<file path="src/rtl/axil_up_bridge.sv">
// AXI4-Lite slave to up-bus initiator bridge. Independent write and read
// channels, each turning one AXI transaction into one up-bus request with an ack timeout.
module axil_up_bridge #(
    parameter int ADDRESS_WIDTH  = 14,
    parameter int TIMEOUT_CYCLES = 255
) (
    input  logic                     up_clk,
    input  logic                     up_rst,

    input  logic                     s_axi_awvalid,
    output logic                     s_axi_awready,
    input  logic [ADDRESS_WIDTH+1:0] s_axi_awaddr,
    input  logic                     s_axi_wvalid,
    output logic                     s_axi_wready,
    input  logic [31:0]              s_axi_wdata,
    input  logic [3:0]               s_axi_wstrb,
    output logic                     s_axi_bvalid,
    input  logic                     s_axi_bready,
    output logic [1:0]               s_axi_bresp,
    input  logic                     s_axi_arvalid,
    output logic                     s_axi_arready,
    input  logic [ADDRESS_WIDTH+1:0] s_axi_araddr,
    output logic                     s_axi_rvalid,
    input  logic                     s_axi_rready,
    output logic [31:0]              s_axi_rdata,
    output logic [1:0]               s_axi_rresp,

    output logic                     up_wreq,
    output logic [ADDRESS_WIDTH-1:0] up_waddr,
    output logic [31:0]              up_wdata,
    input  logic                     up_wack,
    output logic                     up_rreq,
    output logic [ADDRESS_WIDTH-1:0] up_raddr,
    input  logic [31:0]              up_rdata,
    input  logic                     up_rack
);

    localparam int          AW          = ADDRESS_WIDTH - 1;
    localparam logic [15:0] TIMEOUT_V   = 16'(TIMEOUT_CYCLES);
    localparam logic [1:0]  RESP_OKAY   = 2'b00;
    localparam logic [1:0]  RESP_SLVERR = 2'b10;
    localparam logic [31:0] DEAD_DATA   = 32'hDEAD_BEEF;

    localparam logic [1:0] W_IDLE = 2'd0;
    localparam logic [1:0] W_REQ  = 2'd1;
    localparam logic [1:0] W_WAIT = 2'd2;
    localparam logic [1:0] W_RESP = 2'd3;

    localparam logic [1:0] R_IDLE = 2'd0;
    localparam logic [1:0] R_REQ  = 2'd1;
    localparam logic [1:0] R_WAIT = 2'd2;
    localparam logic [1:0] R_RESP = 2'd3;

    function automatic logic strobe_full(input logic [3:0] strb);
        return (strb == 4'hF);
    endfunction

    logic [1:0]    w_state_r;
    logic          awready_r;
    logic          wready_r;
    logic          aw_held_r;
    logic          w_held_r;
    logic [3:0]    wstrb_r;
    logic [15:0]   w_cnt_r;
    logic          bvalid_r;
    logic [1:0]    bresp_r;
    logic          up_wreq_r;
    logic [AW:0]   up_waddr_r;
    logic [31:0]   up_wdata_r;

    logic [1:0]    r_state_r;
    logic          arready_r;
    logic [15:0]   r_cnt_r;
    logic          rvalid_r;
    logic [1:0]    rresp_r;
    logic [31:0]   rdata_r;
    logic          up_rreq_r;
    logic [AW:0]   up_raddr_r;

    logic          aw_hs_s;
    logic          w_hs_s;
    logic          aw_got_s;
    logic          w_got_s;
    logic [3:0]    wstrb_s;
    logic          ar_hs_s;
    logic          unused_addr_s;

    assign aw_hs_s  = s_axi_awvalid & awready_r;
    assign w_hs_s   = s_axi_wvalid & wready_r;
    assign aw_got_s = aw_held_r | aw_hs_s;
    assign w_got_s  = w_held_r | w_hs_s;
    // Strobe check must see the live wstrb when W completes on the same edge as AW.
    assign wstrb_s  = w_hs_s ? s_axi_wstrb : wstrb_r;
    assign ar_hs_s  = s_axi_arvalid & arready_r;

    assign unused_addr_s = ^{s_axi_awaddr[1:0], s_axi_araddr[1:0]};

    // Write channel: collect AW and W in any order, issue one up_wreq, await ack or timeout.
    always_ff @(posedge up_clk or posedge up_rst) begin
        if (up_rst) begin
            w_state_r  <= W_IDLE;
            awready_r  <= 1'b0;
            wready_r   <= 1'b0;
            aw_held_r  <= 1'b0;
            w_held_r   <= 1'b0;
            wstrb_r    <= 4'h0;
            w_cnt_r    <= 16'd0;
            bvalid_r   <= 1'b0;
            bresp_r    <= RESP_OKAY;
            up_wreq_r  <= 1'b0;
            up_waddr_r <= '0;
            up_wdata_r <= 32'h0;
        end else begin
            case (w_state_r)
                W_IDLE: begin
                    if (aw_hs_s) begin
                        up_waddr_r <= s_axi_awaddr[AW+2:2];
                    end
                    if (w_hs_s) begin
                        up_wdata_r <= s_axi_wdata;
                        wstrb_r    <= s_axi_wstrb;
                    end
                    if (aw_got_s && w_got_s) begin
                        aw_held_r <= 1'b0;
                        w_held_r  <= 1'b0;
                        awready_r <= 1'b0;
                        wready_r  <= 1'b0;
                        if (strobe_full(wstrb_s)) begin
                            w_state_r <= W_REQ;
                            up_wreq_r <= 1'b1;
                        end else begin
                            w_state_r <= W_RESP;
                            bvalid_r  <= 1'b1;
                            bresp_r   <= RESP_SLVERR;
                        end
                    end else begin
                        aw_held_r <= aw_got_s;
                        w_held_r  <= w_got_s;
                        awready_r <= ~aw_got_s;
                        wready_r  <= ~w_got_s;
                    end
                end
                W_REQ: begin
                    up_wreq_r <= 1'b0;
                    w_cnt_r   <= 16'd0;
                    if (up_wack) begin
                        w_state_r <= W_RESP;
                        bvalid_r  <= 1'b1;
                        bresp_r   <= RESP_OKAY;
                    end else begin
                        w_state_r <= W_WAIT;
                    end
                end
                W_WAIT: begin
                    if (up_wack) begin
                        w_state_r <= W_RESP;
                        bvalid_r  <= 1'b1;
                        bresp_r   <= RESP_OKAY;
                    end else if (w_cnt_r == TIMEOUT_V) begin
                        w_state_r <= W_RESP;
                        bvalid_r  <= 1'b1;
                        bresp_r   <= RESP_SLVERR;
                    end else begin
                        w_cnt_r <= w_cnt_r + 16'd1;
                    end
                end
                W_RESP: begin
                    if (s_axi_bready) begin
                        w_state_r <= W_IDLE;
                        bvalid_r  <= 1'b0;
                        awready_r <= 1'b1;
                        wready_r  <= 1'b1;
                    end
                end
                default: begin
                    w_state_r <= W_IDLE;
                    bvalid_r  <= 1'b0;
                    up_wreq_r <= 1'b0;
                    awready_r <= 1'b0;
                    wready_r  <= 1'b0;
                end
            endcase
        end
    end

    // Read channel: one up_rreq per AR, capture rdata on ack or substitute on timeout.
    always_ff @(posedge up_clk or posedge up_rst) begin
        if (up_rst) begin
            r_state_r  <= R_IDLE;
            arready_r  <= 1'b0;
            r_cnt_r    <= 16'd0;
            rvalid_r   <= 1'b0;
            rresp_r    <= RESP_OKAY;
            rdata_r    <= 32'h0;
            up_rreq_r  <= 1'b0;
            up_raddr_r <= '0;
        end else begin
            case (r_state_r)
                R_IDLE: begin
                    if (ar_hs_s) begin
                        r_state_r  <= R_REQ;
                        arready_r  <= 1'b0;
                        up_rreq_r  <= 1'b1;
                        up_raddr_r <= s_axi_araddr[AW+2:2];
                    end else begin
                        arready_r <= 1'b1;
                    end
                end
                R_REQ: begin
                    up_rreq_r <= 1'b0;
                    r_cnt_r   <= 16'd0;
                    if (up_rack) begin
                        r_state_r <= R_RESP;
                        rvalid_r  <= 1'b1;
                        rresp_r   <= RESP_OKAY;
                        rdata_r   <= up_rdata;
                    end else begin
                        r_state_r <= R_WAIT;
                    end
                end
                R_WAIT: begin
                    if (up_rack) begin
                        r_state_r <= R_RESP;
                        rvalid_r  <= 1'b1;
                        rresp_r   <= RESP_OKAY;
                        rdata_r   <= up_rdata;
                    end else if (r_cnt_r == TIMEOUT_V) begin
                        r_state_r <= R_RESP;
                        rvalid_r  <= 1'b1;
                        rresp_r   <= RESP_SLVERR;
                        rdata_r   <= DEAD_DATA;
                    end else begin
                        r_cnt_r <= r_cnt_r + 16'd1;
                    end
                end
                R_RESP: begin
                    if (s_axi_rready) begin
                        r_state_r <= R_IDLE;
                        rvalid_r  <= 1'b0;
                        arready_r <= 1'b1;
                    end
                end
                default: begin
                    r_state_r <= R_IDLE;
                    rvalid_r  <= 1'b0;
                    up_rreq_r <= 1'b0;
                    arready_r <= 1'b0;
                end
            endcase
        end
    end

    assign s_axi_awready = awready_r;
    assign s_axi_wready  = wready_r;
    assign s_axi_bvalid  = bvalid_r;
    assign s_axi_bresp   = bresp_r;
    assign s_axi_arready = arready_r;
    assign s_axi_rvalid  = rvalid_r;
    assign s_axi_rresp   = rresp_r;
    assign s_axi_rdata   = rdata_r;
    assign up_wreq       = up_wreq_r;
    assign up_waddr      = up_waddr_r;
    assign up_wdata      = up_wdata_r;
    assign up_rreq       = up_rreq_r;
    assign up_raddr      = up_raddr_r;

endmodule

</file>
<file path="config.mk">
export PLATFORM = sky130hd
export DESIGN_NAME = axil_up_bridge
export DESIGN_NICKNAME = d
export VERILOG_FILES = /design/src/rtl/axil_up_bridge.sv
export SDC_FILE = /design/constraint.sdc
export NUM_CORES = 1
export LEC_CHECK = 0
export CORE_ASPECT_RATIO = 1.1
export CORE_MARGIN = 1
export CORE_UTILIZATION = 49
export CTS_CLUSTER_SIZE = 20
export DETAILED_ROUTE_END_ITERATION = 12
export PLACE_DENSITY_LB_ADDON = 0.12
export RECOVER_POWER = 100
export SLEW_MARGIN = 0
export SYNTH_ARGS = -nofsm -noshare
export SYNTH_HDL_FRONTEND = slang
export SYNTH_SLANG_ARGS = --single-unit
</file>
<file path="constraint.sdc">
create_clock -name up_clk -period 9.49 [get_ports up_clk]
set_clock_uncertainty 0.2 [all_clocks]
set_input_delay 1.4235 -clock up_clk [delete_from_list [all_inputs] [get_ports up_clk]]
set_output_delay 1.4235 -clock up_clk [all_outputs]
set_load 0.02 [all_outputs]
</file>
==> summary.txt <==
Worst setup path
  – Critical path peak fanout: 83
  – Cell depth of the worst flop-to-flop path: 7
  – Worst setup path startpoint: up_rst
  – Setup crit end kind: async pin
  – Required time at the endpoint of the critical path: 9750 ps
  – Kind of critical path: input port to async pin
  – Reg-to-reg setup timing slack: 5710 ps
  – Reg2reg start: w_state_r[0]
  – Signal arrival time at the worst endpoint: 4890 ps
  – Startpoint types: input port

Die
  – Top Ports: 212
  – Initial core utilization: 50.49%
  – Number of cell rows: 42
  – Floorplan core area: 12,140 um^2
  – Chip Height: 119.3 um
  – Area enclosed by the die boundary: 12,960 um^2
  – Die Wd: 108.6 um

Final layout
  – Most common library cell in the layout ignoring fill and taps: sky130_fd_sc_hd__dfrtp_1
  – Layout filler cell count: 845
  – Final instance area: 8837 um^2
  – Growth of design area from synthesis to finish: 44.17%
  – Fraction of final layout cells with drive strength greater than 1: 14.57%
  – Commonest cells after routing, fill and taps aside: sky130_fd_sc_hd__dfrtp_1, sky130_fd_sc_hd__dlygate4sd3_1, sky130_fd_sc_hd__clkdlybuf4s50_1, sky130_fd_sc_hd__mux2_2
  – Net count reported at finish: 806

STA
  – Total count of hold-check failures in the final report: 0
  – Total of endpoints with negative setup slack in the final report: 0
  – Total Negative Setup Slacks: 0 ps
  – Relative slew slack: -135.2%
  – Final Cycle Share: 48.82%
  – Number of pins with negative max-slew slack in the final report: 149
  – Post-layout min period: 4633 ps
  – RSZ-0062 raised after global routing: false
  – Tightest Pin Transition: 3509 ps
  – Peak clock frequency supported by timing: 215.8 MHz

Logic synthesis
  – Number of synthesized flops with an enable pin: 0
  – Post-synth top area share: 58.38%
  – Synthesized flop and latch total: 143
  – Warnings from Yosys: 0
  – Mean Syn Cell Area: 12.80 um^2
  – Cell area after synthesis: 6130 um^2
  – Share of async-settable or async-resettable flops after synthesis: 100.0%
  – Largest area contributor in the netlist: sky130_fd_sc_hd__dfrtp_1
  – Synth area leaders: sky130_fd_sc_hd__dfrtp_1, sky130_fd_sc_hd__mux2_2, sky130_fd_sc_hd__o22a_1, sky130_fd_sc_hd__ha_1, sky130_fd_sc_hd__nand3_1
  – Synth Flop Type: sky130_fd_sc_hd__dfrtp_1
  – Proportion of synthesized chip area in sequential cells: 58.38%
  – Unique cell type count in the Yosys netlist: 55
  – Number of instances in the synthesized netlist: 479

CTS
  – CTS root buffer: sky130_fd_sc_hd__clkbuf_16
  – Bufs on Longest Clock Path: 2
  – Hold buffer count at cts: 0
  – Post-CTS setup repair buffer count: 0
  – Clock-pin slew on the worst setup and hold paths: 60 ps
  – Number of cells upsized or downsized after cts: 0
  – Number of buffers added by the clock tree synthesis step: 17
  – Count of clock tree sinks: 143
  – Clock Latency Late Sink: 420 ps
  – TritonCTS clock tree: yes
  – Max H-tree Level: 4

Global route
  – Total congestion overflow: 0
  – First-pass GRT wire length: 24,030 um
  – Initial antenna violation count: 1
  – Vias in the first global route: 4,862
  – Pin count of the biggest net entering global routing: 84
  – Global-route usage over all layers: 24.60%

Drt
  – DR DRC count: 0
  – Iter 0 DRT Violations: 193
  – Remaining antenna violation count after routing: 0
  – Routed len/inst: 17.58 um
  – Number of vias per cell: 5.386
  – Total via count in the routed design: 4,605
  – Number of detailed-route iterations in the first pass: 6
  – WL final: 15,030 um

Power and ir drop
  – Power per standard cell area: 327.7 nW/um^2
  – Worst supply voltage drop on vdd: 0.0002090 V
  – Static Leak: 3.736 nW

Run status
  – Status: complete, but fails checks
  – Violated checks: capacitance limit, slew limit

Placed design
  – HPWL Detailed: 10,600 um
  – Port buffer count: 205
  – Final RePlAce weighted congestion: 0.7759
  – Area of placed instances: 8303 um^2

Hold path
  – Worst min-delay path category: flop to flop
  – Hold Path Stages: 1
  – Hold Path Origin: s_axi_rdata[7]

Flow run
  – Max-cap violation count: 3
-- final cells by class --
cell class	count	area, um^2	share of cell area [%]
well taps	154	192.7	2.180
clock buffers	20	446.7	5.055
clock inverters	12	142.6	1.614
multi-input cells	306	2361	26.72
flip-flops and latches	143	3578	40.49
repair buffers	207	2067	23.39
inverters	12	46.29	0.5239
diodes	1	2.502	0.02832
-- cell families after synthesis --
| logic type | Yosys count | synth area share, % |
|---|---|---|
| and+or+nand+nor | 117 | 10.78 |
| xor gates and xnor gates | 16 | 2.286 |
| muxes | 70 | 12.84 |
| adders and majority gates | 10 | 2.041 |
| DFF | 143 | 58.38 |
| AOI/OAI and AO/OA | 91 | 11.25 |
| buffers and inverters | 31 | 2.368 |
| other | 1 | 0.06118 |
-- stage by stage --
step	std cells	hold slack [ps]	setup WS (ps)	total power, mW	util (%)
floorplan	480	271.9	4029	1.737	-
global placement	822	270.3	5498	2.293	68.40
detailed placement	822	278.2	5472	2.336	68.40
CTS	854	289.1	5893	3.021	73.25
global route	855	302.5	4165	3.050	72.80
finish	855	281.5	4857	2.896	72.80
-- power by group --
group          leakage (nW)  switching, mW  internal (mW)  total (mW)
Sequential             1.74          0.141          0.855       0.996
Clock                 0.285          0.246          0.417       0.663
Combinational          1.71          0.654          0.582        1.24
Total                  3.74           1.04           1.85        2.90
-- critical path, cell delays in order --
cell	delay, ps
sky130_fd_sc_hd__dlygate4sd3_1	550
sky130_fd_sc_hd__clkinvlp_2	1970
sky130_fd_sc_hd__buf_4	880
-- final timing paths --
check	end
worst max-delay path	up_waddr[9]
worst min-delay path	s_axi_rdata[7]
worst max register to register	s_axi_bresp[1]
worst min register to register	s_axi_rdata[7]
max in group up_clk	s_axi_rdata[6]
min in group asynchronous	up_wdata[2]
-- synthesized netlist by cell type (all sizes together), types with 2 or more instances --
library cell  instances
nor3                  6
xnor2                 8
mux2                 66
ha                   10
nand3                22
mux2i                 4
o21ai                20
nand2b                7
a22o                  9
and4                  2
clkbuf                9
xor2                  8
dfrtp               143
a31oi                 2
nor2b                 4
and3                  6
nor4                  6
o22a                 25
o211ai                5
inv                  12
nor2                 25
a21oi                 8
nand2                22
buf                  10
o21a                  3
nand4                13
a2111oi               2
a21boi                2
o31ai                 5
a41oi                 3
-- registers in the layout (all words and copies together), names as in the netlist, 2 cells and up --
register	flops
s_axi_rdata	32
up_raddr	14
r_state_r	2
up_wdata	32
wstrb_r	4
r_cnt_r	16
w_cnt_r	16
w_state_r	2
up_waddr	14
-- metal layers --
layer,global-route usage (%),wire length [um],up-vias
met5,0,0,-
met4,11.32,408,0
met3,10.73,1399,27
met2,40.11,7475,157
met1,27.44,5745,2257
li1,-,-,2164
Note: power is estimated with default switching activity, not from simulation.
